`config.mk`:
```
export PLATFORM = sky130hd
export DESIGN_NAME = prll_bs_drvr_fifo_flat
export DESIGN_NICKNAME = d
export VERILOG_FILES = /design/src/rtl/prll_bs_drvr_fifo_if.sv /design/src/rtl/prll_bs_drvr_fifo.sv /design/src/flat_wrapper.sv
export SDC_FILE = /design/constraint.sdc
export NUM_CORES = 1
export LEC_CHECK = 0
export BUFFER_PORTS_ARGS = -buffer_cell sky130_fd_sc_hd__buf_2
export CAP_MARGIN = 20
export CORE_MARGIN = 2
export CORE_UTILIZATION = 50
export CTS_CLUSTER_DIAMETER = 200
export CTS_CLUSTER_SIZE = 14
export DETAILED_ROUTE_END_ITERATION = 8
export PLACE_DENSITY = 0.68
export SLEW_MARGIN = 20
export SYNTH_ARGS = -nofsm -noshare
export SYNTH_HDL_FRONTEND = slang
export SYNTH_SLANG_ARGS = --single-unit
```
`constraint.sdc`:
```
create_clock -name clk -period 6.97 [get_ports clk]
set_clock_uncertainty 0.15 [all_clocks]
set_input_delay 1.394 -clock clk [delete_from_list [all_inputs] [get_ports clk]]
set_output_delay 1.394 -clock clk [all_outputs]
set_load 0.01 [all_outputs]
```
`src/rtl/prll_bs_drvr_fifo_if.sv`:
```
// Handshake and data bundle between the arbiter/host side and one driver FIFO endpoint.
// master drives requests and data; slave is the FIFO endpoint itself.
interface prll_bs_drvr_fifo_if #(
   parameter int unsigned bits  = 32,
   parameter int unsigned depth = 16
);
   localparam int unsigned cw = $clog2(depth) + 1;

   logic            tx_vld;
   logic            tx_rdy;
   logic [bits-1:0] tx_data;
   logic            pndng;
   logic            pop;
   logic [bits-1:0] D_pop;
   logic            push;
   logic [bits-1:0] D_push;
   logic            rx_vld;
   logic            rx_rdy;
   logic [bits-1:0] rx_data;
   logic [cw-1:0]   tx_cnt;
   logic [cw-1:0]   rx_cnt;
   logic [2:0]      err;
   logic            err_clr;

   modport master (
      output tx_vld, tx_data, pop, push, D_push, rx_rdy, err_clr,
      input  tx_rdy, pndng, D_pop, rx_vld, rx_data, tx_cnt, rx_cnt, err
   );

   modport slave (
      input  tx_vld, tx_data, pop, push, D_push, rx_rdy, err_clr,
      output tx_rdy, pndng, D_pop, rx_vld, rx_data, tx_cnt, rx_cnt, err
   );
endinterface

```
`src/rtl/prll_bs_drvr_fifo.sv`:
```
// Driver-side endpoint: host-filled tx FIFO drained by the arbiter, arbiter-filled rx FIFO
// drained by the host, with destination filtering and sticky error flags.
module prll_bs_drvr_fifo #(
   parameter int unsigned bits      = 32,
   parameter int unsigned depth     = 16,
   parameter logic [7:0]  id        = 8'd0,
   parameter logic [7:0]  broadcast = {8{1'b1}}
) (
   input logic                   clk,
   input logic                   reset,
   prll_bs_drvr_fifo_if.slave    bus
);
   localparam int unsigned aw = $clog2(depth);
   localparam int unsigned cw = aw + 1;
   localparam logic [cw-1:0] full = cw'(depth);

   logic [bits-1:0] tx_mem [depth];
   logic [bits-1:0] rx_mem [depth];
   logic [aw-1:0]   tx_wr_ptr, tx_rd_ptr;
   logic [aw-1:0]   rx_wr_ptr, rx_rd_ptr;
   logic [cw-1:0]   tx_count, tx_count_d;
   logic [cw-1:0]   rx_count, rx_count_d;
   logic [2:0]      err_q;

   logic       tx_wr, tx_rd, rx_wr, rx_rd;
   logic       dst_match;
   logic [2:0] err_evt;

   // Flags come from registered counts only; a write while full is still taken when a pop
   // frees the slot on the same edge so the stream keeps 1 packet/cycle.
   always_comb begin
      tx_rd     = bus.pop && (tx_count != '0);
      tx_wr     = bus.tx_vld && ((tx_count != full) || tx_rd);
      rx_rd     = bus.rx_rdy && (rx_count != '0);
      dst_match = (bus.D_push[bits-1 -: 8] == id) || (bus.D_push[bits-1 -: 8] == broadcast);
      rx_wr     = bus.push && dst_match && ((rx_count != full) || rx_rd);
      err_evt   = {bus.push && !dst_match,
                   bus.pop && (tx_count == '0),
                   bus.push && dst_match && !rx_wr};
   end

   always_comb begin
      tx_count_d = tx_count;
      case ({tx_wr, tx_rd})
         2'b10:   tx_count_d = tx_count + cw'(1);
         2'b01:   tx_count_d = tx_count - cw'(1);
         default: tx_count_d = tx_count;
      endcase
      rx_count_d = rx_count;
      case ({rx_wr, rx_rd})
         2'b10:   rx_count_d = rx_count + cw'(1);
         2'b01:   rx_count_d = rx_count - cw'(1);
         default: rx_count_d = rx_count;
      endcase
   end

   always_ff @(posedge clk) begin
      if (reset) begin
         tx_wr_ptr <= '0;
         tx_rd_ptr <= '0;
         rx_wr_ptr <= '0;
         rx_rd_ptr <= '0;
         tx_count  <= '0;
         rx_count  <= '0;
         err_q     <= 3'b000;
      end else begin
         if (tx_wr) begin
            tx_mem[tx_wr_ptr] <= bus.tx_data;
            tx_wr_ptr         <= tx_wr_ptr + aw'(1);
         end
         if (tx_rd) tx_rd_ptr <= tx_rd_ptr + aw'(1);
         if (rx_wr) begin
            rx_mem[rx_wr_ptr] <= bus.D_push;
            rx_wr_ptr         <= rx_wr_ptr + aw'(1);
         end
         if (rx_rd) rx_rd_ptr <= rx_rd_ptr + aw'(1);
         tx_count <= tx_count_d;
         rx_count <= rx_count_d;
         // A new event outranks a clear on the same edge.
         err_q    <= (bus.err_clr ? 3'b000 : err_q) | err_evt;
      end
   end

   assign bus.tx_rdy  = (tx_count != full);
   assign bus.pndng   = (tx_count != '0);
   assign bus.D_pop   = tx_mem[tx_rd_ptr];
   assign bus.rx_vld  = (rx_count != '0);
   assign bus.rx_data = rx_mem[rx_rd_ptr];
   assign bus.tx_cnt  = tx_count;
   assign bus.rx_cnt  = rx_count;
   assign bus.err     = err_q;
endmodule

```
`src/flat_wrapper.sv`:
```
// flat-port wrapper written by rule: the top's interface ports become plain ports
module prll_bs_drvr_fifo_flat 
#(
   parameter int unsigned bits      = 32,
   parameter int unsigned depth     = 16,
   parameter logic [7:0]  id        = 8'd0,
   parameter logic [7:0]  broadcast = {8{1'b1}}
)
  (clk, reset, bus_tx_vld, bus_tx_data, bus_pop, bus_push, bus_D_push, bus_rx_rdy, bus_err_clr, bus_tx_rdy, bus_pndng, bus_D_pop, bus_rx_vld, bus_rx_data, bus_tx_cnt, bus_rx_cnt, bus_err);
  prll_bs_drvr_fifo_if #(.bits(bits), .depth(depth)) bus_i ();
  input logic clk;
  input logic reset;
  input wire logic [$bits(bus_i.tx_vld)-1:0] bus_tx_vld;
  input wire logic [$bits(bus_i.tx_data)-1:0] bus_tx_data;
  input wire logic [$bits(bus_i.pop)-1:0] bus_pop;
  input wire logic [$bits(bus_i.push)-1:0] bus_push;
  input wire logic [$bits(bus_i.D_push)-1:0] bus_D_push;
  input wire logic [$bits(bus_i.rx_rdy)-1:0] bus_rx_rdy;
  input wire logic [$bits(bus_i.err_clr)-1:0] bus_err_clr;
  output wire logic [$bits(bus_i.tx_rdy)-1:0] bus_tx_rdy;
  output wire logic [$bits(bus_i.pndng)-1:0] bus_pndng;
  output wire logic [$bits(bus_i.D_pop)-1:0] bus_D_pop;
  output wire logic [$bits(bus_i.rx_vld)-1:0] bus_rx_vld;
  output wire logic [$bits(bus_i.rx_data)-1:0] bus_rx_data;
  output wire logic [$bits(bus_i.tx_cnt)-1:0] bus_tx_cnt;
  output wire logic [$bits(bus_i.rx_cnt)-1:0] bus_rx_cnt;
  output wire logic [$bits(bus_i.err)-1:0] bus_err;
  assign bus_i.tx_vld = bus_tx_vld;
  assign bus_i.tx_data = bus_tx_data;
  assign bus_i.pop = bus_pop;
  assign bus_i.push = bus_push;
  assign bus_i.D_push = bus_D_push;
  assign bus_i.rx_rdy = bus_rx_rdy;
  assign bus_i.err_clr = bus_err_clr;
  assign bus_tx_rdy = bus_i.tx_rdy;
  assign bus_pndng = bus_i.pndng;
  assign bus_D_pop = bus_i.D_pop;
  assign bus_rx_vld = bus_i.rx_vld;
  assign bus_rx_data = bus_i.rx_data;
  assign bus_tx_cnt = bus_i.tx_cnt;
  assign bus_rx_cnt = bus_i.rx_cnt;
  assign bus_err = bus_i.err;
  prll_bs_drvr_fifo #(.bits(bits), .depth(depth), .id(id), .broadcast(broadcast)) u_core (.clk(clk), .reset(reset), .bus(bus_i));
endmodule
```
==> results.sh, run 1 <==
export IMPL_drive_gt1_share_pct=29.40
export IMPL_finalSetupViolations=0
export IMPL_powerDensity_mw_per_mm2=284.6
export IMPL_grt_pass1_wl_mm=124.8
export IMPL_grt_setup_unrepaired="false"
export IMPL_ctsLongestPathBuffers=3
export IMPL_synth_adder_area_share_pct=0.6580
export IMPL_dieArea_mm2=0.08292
export IMPL_layout_common_cells="1,024 x edfxtp_1, 256 x mux4_2, 150 x buf_2, 129 x a22oi_1, 87 x clkbuf_16"
export IMPL_p_switching_mw=2.814
export IMPL_fill_cells=5935
export IMPL_dpl_instance_area_mm2=0.04239
export IMPL_holdPathStages=2
export IMPL_cts_sinks=1061
export IMPL_antenna_found_initial=10
export IMPL_pin_count=151
export IMPL_worstSkewPairLatency_ps=650
export IMPL_worstPathCellList="buf_4 > mux4_2 > a22oi_1 > nand2_1 > buf_2"
export IMPL_synth_flop_cell="edfxtp_1"
export IMPL_rows=104
export IMPL_antenna_left=0
export IMPL_synth_fp_nets=1900
export IMPL_seqCellArea_mm2=0.03151
export IMPL_htreeDepth=3
export IMPL_rr_endpoint="u_core.bus.tx_cnt[4]$_SDFFE_PP0P_"
export IMPL_cts_resized=0
export IMPL_dieWidth_um=288.0
export IMPL_ff2ff_path_depth=11
export IMPL_start_kind="flop"
export IMPL_final_hold_viol_count=0
export IMPL_cts_clk_slew_worst_paths_ps=70
export IMPL_r2r_start="u_core.bus.tx_cnt[0]$_SDFFE_PP0P_"
export IMPL_timing_worst_setup_path_type="flop to output pin"
export IMPL_die_h_um=288.0
export IMPL_grt_pass1_vias=19490
export IMPL_vias_per_cell=6.021
export IMPL_slew_headroom_pct=24.68
export IMPL_synth_edf_count=1024
export IMPL_worst_pin_slew_ps=1130
export IMPL_drt_iter0_markers=1463
export IMPL_p_int_mw=9.936
export IMPL_routed_wl_mm=84.20
export IMPL_fin_area_mm2=0.04481
export IMPL_area_delta_synth_final_pct=11.14
export IMPL_multiInputGateArea_mm2=0.008501
export IMPL_wl_per_cell_um=27.51
export IMPL_syn_area_mm2=0.04031
export IMPL_drt_first_pass_iters=5
export IMPL_cts_tree="yes"
export IMPL_syn_mean_instance_area_um2=22.29
export IMPL_cts_root_buf="clkbuf_16"
export IMPL_muxShareOfSynthArea_pct=14.57
export IMPL_synth_compound_area_share_pct=2.703
export IMPL_place_hpwl_mm=42.73
export IMPL_post_cts_buffers=0
export IMPL_p_clk_share_pct=33.8
export IMPL_cts_hold_buf=0
export IMPL_fin_crit_sh_pct=67.59
export IMPL_synth_seq_cells=1061
export IMPL_hold_start="u_core.bus.err[0]$_SDFF_PP0_"
export IMPL_drv_slew=0
export IMPL_via_count=18430
export IMPL_switching_share_pct=22.07
export IMPL_synth_top_cell_area_share_pct=76.27
export IMPL_grt_use_total_pct=20.59
export IMPL_synthSimpleGateAreaFrac_pct=2.380
export IMPL_synth_top_area_cell="edfxtp_1"
export IMPL_yosysWarningCount=0
export IMPL_whs_ps=345.0
export IMPL_ys_types=39
export IMPL_cts_buffers=85
export IMPL_cp_required_ps=5430
export IMPL_synth_xor_area_share_pct=0.3693
export IMPL_min_to="u_core.bus.err[0]$_SDFF_PP0_"
export IMPL_cp_slowest_stage_delay_ps=890
export IMPL_syn_inst=1809
export IMPL_power_leakage_nw=13.89
export IMPL_core_area_mm2=0.08016
export IMPL_synth_top_cells_by_area="edfxtp_1 76%, mux4_2 14%, a22oi_1 2.4%"
export IMPL_peakVddDrop_uv=303.7
export IMPL_async_reset_ff_share_pct=0
export IMPL_synth_top_family_by_area="multiplexers"
export IMPL_fin_crit_ps=4711
export IMPL_worst_ep_arrival_time_ps=3170
export IMPL_mostFrequentLayoutCell="edfxtp_1"
export IMPL_initial_core_util_pct=50.30
export IMPL_pwr_share_comb_pct=10.5
export IMPL_hold_path_class="flop to flop"
export IMPL_maxCapViolations=0
export IMPL_status="finished, final reports clean"
export IMPL_endpoint_kind="output pin"
export IMPL_place_gp_congestion=0.7525
export IMPL_fmax_ghz=0.2123
export IMPL_grt_overflow_total=0
export IMPL_drcViolationCount=0
export IMPL_ys_seq_area_share_pct=78.11
export IMPL_setup_tns_ps=0
export IMPL_worst_path_max_delay_cell="dfxtp_4"
export IMPL_r2r_slack_ps=3540
export IMPL_portBuffers=150
export IMPL_final_nets=2071
export IMPL_worst_path_max_fanout=54
export IMPL_seqPwrFrac_pct=55.7
export IMPL_grt_max_degree=80
## cell type report
cell class | instances | share of cell area [%]
multi-input combinational | 633 | 18.97
inverter | 17 | 0.1424
clock inverter | 6 | 0.2150
tap | 1060 | 2.960
antenna | 1 | 0.005585
clock buffer | 101 | 4.976
timing repair buffer | 182 | 2.413
sequential | 1061 | 70.32
## cell usage after synthesis, types with 6 or more instances
master	n
buf_1	8
inv_1	17
edfxtp_1	1024
clkbuf_1	56
nor3_1	12
nor2_1	46
mux2i_1	7
xor2_1	10
nand2b_1	9
nor2b_1	6
and4_1	8
buf_2	30
and4b_1	8
a22oi_1	129
xnor2_1	7
nand2_1	74
a21oi_1	11
nand4_1	6
ha_1	18
mux4_2	256
dfxtp_1	37
## critical path: cells and delay by family, from the launching register on
family	cells	cell delay, ps
and+or+nand+nor	1	160
buffers and inverters	2	820
DFF	1	890
AOI/OAI and AO/OA	1	210
muxes	1	400
## cell families after synthesis
| logic type | count (synthesis) |
|---|---|
| mux | 266 |
| buf+inv | 115 |
| xor+xnor | 17 |
| flops | 1061 |
| simple gates | 184 |
| fa+ha+maj | 20 |
| compound gates | 146 |
## power by group through the flow
stage          Clock [mW]  Sequential [mW]  Combinational (mW)
2_1_floorplan           0             7.22               0.980
3_3_place_gp            0             7.24                1.33
3_5_place_dp            0             7.24                1.36
4_1_cts              4.40             7.10                1.36
5_1_grt              4.61             7.11                1.46
6_report             4.31             7.10                1.33
## through the flow
step	worst slack, ps	total power, mW	utilization, %	instances
finish	2259	12.75	55.90	3061
global route	2098	13.18	55.90	3061
CTS	2178	12.87	55.79	3057
detailed placement	2397	8.602	52.89	2950
global placement	2478	8.567	52.89	2950
floorplan	1108	8.197	-	1809
## flip-flops by register name (all words and copies together), names as in the netlist, named ones only
name               flops
u_core.tx_wr_ptr       4
u_core.tx_rd_ptr       4
u_core.bus.tx_cnt      5
u_core.tx_mem        512
u_core.rx_wr_ptr       4
u_core.bus.err         3
u_core.rx_rd_ptr       4
u_core.bus.rx_cnt      5
u_core.rx_mem        512
## worst max-delay path by stage
stage | endpoint | slack, ps | cells after the start | startpoint
floorplan | u_core.tx_mem[4][0]$_DFFE_PP_ | 1110 | 4 | bus_pop
global placement | u_core.bus.rx_cnt[4]$_SDFFE_PP0P_ | 2480 | 12 | bus_D_push[24]
detailed placement | u_core.rx_mem[5][18]$_DFFE_PP_ | 2400 | 5 | bus_D_push[24]
CTS | bus_rx_data[3] | 2180 | 5 | flop
global route | bus_D_pop[26] | 2100 | 5 | flop
finish | bus_D_pop[15] | 2260 | 5 | flop
## per-layer routing
layer  part of all wire, %  vias up  track usage [%]
met2                    53      540            36.08
met3                   5.3      158            3.431
met5                 0.083        -                0
li1                      -     7908                -
met1                    39     9813            26.44
met4                   2.7       10            6.490
Note: power is estimated with default switching activity, not from simulation.
==> inputs of run 2 (changes only) <==
--- a/config.mk
+++ b/config.mk
@@ -5,6 +5,7 @@
 export SDC_FILE = /design/constraint.sdc
 export NUM_CORES = 1
 export LEC_CHECK = 0
+export ABC_AREA = 1
 export BUFFER_PORTS_ARGS = -buffer_cell sky130_fd_sc_hd__buf_2
 export CAP_MARGIN = 20
 export CORE_MARGIN = 2
@@ -12,7 +13,7 @@
 export CTS_CLUSTER_DIAMETER = 200
 export CTS_CLUSTER_SIZE = 14
 export DETAILED_ROUTE_END_ITERATION = 8
-export PLACE_DENSITY = 0.68
+export PLACE_DENSITY = 0.67
 export SLEW_MARGIN = 20
 export SYNTH_ARGS = -nofsm -noshare
 export SYNTH_HDL_FRONTEND = slang
==> constraint.sdc (replaced) <==
create_clock -name clk -period 4.9 [get_ports clk]
set_clock_uncertainty 0.15 [all_clocks]
set_input_delay 0.98 -clock clk [delete_from_list [all_inputs] [get_ports clk]]
set_output_delay 0.98 -clock clk [all_outputs]
set_load 0.01 [all_outputs]
==> results.sh, run 2 <==
export IMPL_reg_top3="u_core.rx_mem: 512 flops, u_core.tx_mem: 512 flops"
export IMPL_vias_per_cell=5.469
export IMPL_yosysWarningCount=0
export IMPL_power_mw=21.83
export IMPL_setup_slack_ps=956.9
export IMPL_power_leakage_nw=17.07
export IMPL_grt_overflow_total=0
export IMPL_worst_path_max_delay_cell="inv_2"
export IMPL_start_kind="flop"
export IMPL_initial_core_util_pct=50.61
export IMPL_drcViolationCount=0
export IMPL_cts_root_buf="clkbuf_16"
export IMPL_ctsLongestPathBuffers=3
export IMPL_worstSkewPairLatency_ps=630
export IMPL_cp_slowest_stage_delay_ps=810
export IMPL_fin_area_mm2=0.04796
export IMPL_cts_sinks=1061
export IMPL_worst_path_max_fanout=43
export IMPL_via_count=26240
export IMPL_finalSetupViolations=0
export IMPL_fin_crit_ps=3943
export IMPL_core_area_mm2=0.08702
export IMPL_wl_per_cell_um=19.75
export IMPL_cp_required_ps=3770
export IMPL_dp_slack_ps=1239
export IMPL_drt_first_pass_iters=6
export IMPL_dp_cells=4689
export IMPL_syn_inst=3525
export IMPL_cts_resized=0
export IMPL_whs_ps=319.8
export IMPL_place_gp_congestion=0.7683
export IMPL_cp_num_cells=6
export IMPL_mostFrequentLayoutCell="edfxtp_1"
export IMPL_synth_edf_count=1024
export IMPL_rows=108
export IMPL_grt_use_total_pct=20.86
export IMPL_ff2ff_path_depth=7
export IMPL_antenna_left=0
export IMPL_fin_util_pct=55.11
export IMPL_grt_pass1_wl_mm=145.1
export IMPL_synth_flop_cell="edfxtp_1"
export IMPL_ys_types=31
export IMPL_status="finished, final reports clean"
export IMPL_layout_common_cells="1,024 x edfxtp_1, 554 x inv_1, 397 x nand3_1, 378 x nand2_1, 257 x o211ai_1"
export IMPL_cts_buffers=85
export IMPL_multiInputGateArea_mm2=0.009097
export IMPL_cp_common_cell="nand3_1"
export IMPL_synth_top_cells_by_area="edfxtp_1 70%, inv_1 4.7%, nand3_1 4.5%"
export IMPL_worst_pin_slew_ps=1082
export IMPL_maxCapViolations=0
export IMPL_worst_ep_arrival_time_ps=2810
export IMPL_drive_gt1_share_pct=10.61
export IMPL_endpoint_kind="output pin"
export IMPL_cts_hold_buf=0
export IMPL_grt_pass1_vias=25260
export IMPL_hold_path_class="flop to flop"
export IMPL_area_delta_synth_final_pct=8.880
export IMPL_worstPathCellList="inv_2 > buf_4 > nand3_1 > nand3_1 > nand2_1 > buf_2"
export IMPL_cts_clk_slew_worst_paths_ps=60
export IMPL_slew_headroom_pct=27.78
export IMPL_seqCellArea_mm2=0.03152
export IMPL_cts_tree="yes"
export IMPL_peakVddDrop_uv=337.0
export IMPL_timing_worst_setup_path_type="flop to output pin"
export IMPL_grt_max_degree=119
export IMPL_ys_seq_area_share_pct=71.49
export IMPL_final_hold_viol_count=0
export IMPL_critical_path_buf_inv_count=3
export IMPL_powerDensity_mw_per_mm2=455.1
export IMPL_syn_area_mm2=0.04405
export IMPL_final_nets=3712
export IMPL_dieArea_mm2=0.09048
export IMPL_syn_mean_instance_area_um2=12.50
export IMPL_holdPathStages=2
export IMPL_fill_cells=7081
export IMPL_fin_crit_sh_pct=80.47
export IMPL_routed_wl_mm=94.75
export IMPL_drv_slew=0
export IMPL_netlist_top_cells_count="1,024 x edfxtp_1, 556 x inv_1, 397 x nand3_1"
export IMPL_setup_tns_ps=0
export IMPL_drt_iter0_markers=2354
export IMPL_antenna_found_initial=15
export IMPL_post_cts_buffers=0
export IMPL_cp_top_family="buffers and inverters"
export IMPL_dpl_instance_area_mm2=0.04566
export IMPL_fmax_ghz=0.2536
export IMPL_place_hpwl_mm=51.99
export IMPL_synth_seq_cells=1061
export IMPL_grt_setup_unrepaired="false"
export IMPL_dieWidth_um=300.8
export IMPL_synth_top_area_cell="edfxtp_1"
export IMPL_die_h_um=300.8
export IMPL_async_reset_ff_share_pct=0
export IMPL_htreeDepth=3
export IMPL_synth_top_cell_area_share_pct=69.81
export IMPL_portBuffers=150
export IMPL_stdcell_count=4798
export IMPL_pin_count=151
export IMPL_yosysMostFrequentCell="edfxtp_1"
export IMPL_synth_fp_nets=3616
==> run 2: cell count changes in the layout (fill, tap and decap cells not counted), moves of 244 or more <==
cell      before  now
nand2_1       74  378
nand3_1        0  397
inv_1         17  554
o211ai_1       0  257
a21oi_1       11  255
mux4_2       256    0
==> run 2: final cells by class <==
cell class	instances	area share [%]
Timing Repair Buffer	222	3.136
Antenna cell	4	0.02087
Sequential cell	1061	65.72
Multi-Input combinational cell	1693	18.97
Clock buffer	98	4.537
Inverter	558	4.367
Tap cell	1155	3.013
Clock inverter	7	0.2400
==> run 2: worst register-to-register path, stage by stage, from the launching register on <==
cell     delay, ps
dfxtp_1        430
nor2_1         110
nand4_1        100
nand2_1        200
nor2_1         370
nand2_1        320
nor2_4         650
buf_4          400
==> run 2: metal layers <==
metal	up-vias	track usage, %	routed length (um)
li1	12620	-	-
met1	12730	27.81	40060
met2	717	35.25	46540
met3	153	3.636	5940
met4	18	6.018	2079
met5	-	0	125
==> run 2: path summary, 6_finish.rpt <==
kind / endpoint / slack (ps) / start
setup / recovery: bus_rx_data[6] / 960 / flop
hold / removal: u_core.bus.err[0]$_SDFF_PP0_ / 320 / u_core.bus.err[0]$_SDFF_PP0_
setup reg to reg: u_core.tx_mem[5][18]$_DFFE_PP_ / 1850 / u_core.bus.tx_cnt[0]$_SDFFE_PP0P_
hold reg to reg: u_core.bus.err[0]$_SDFF_PP0_ / 320 / u_core.bus.err[0]$_SDFF_PP0_
==> run 2: power breakdown <==
part           internal [mW]  switching [mW]  total [mW]  leakage (nW)
Sequential              10.1           0.329        10.4          9.52
Clock                   3.14            2.98        6.12          1.11
Combinational           1.95            3.37        5.33          6.44
==> run 2: cells by family after synthesis <==
kind of cell,after synthesis,synth area share (%)
xor+xnor,7,0.1392
simple gates,854,8.542
flops,1061,71.49
fa+ha+maj,20,0.6022
buf+inv,771,8.306
compound gates,812,10.92
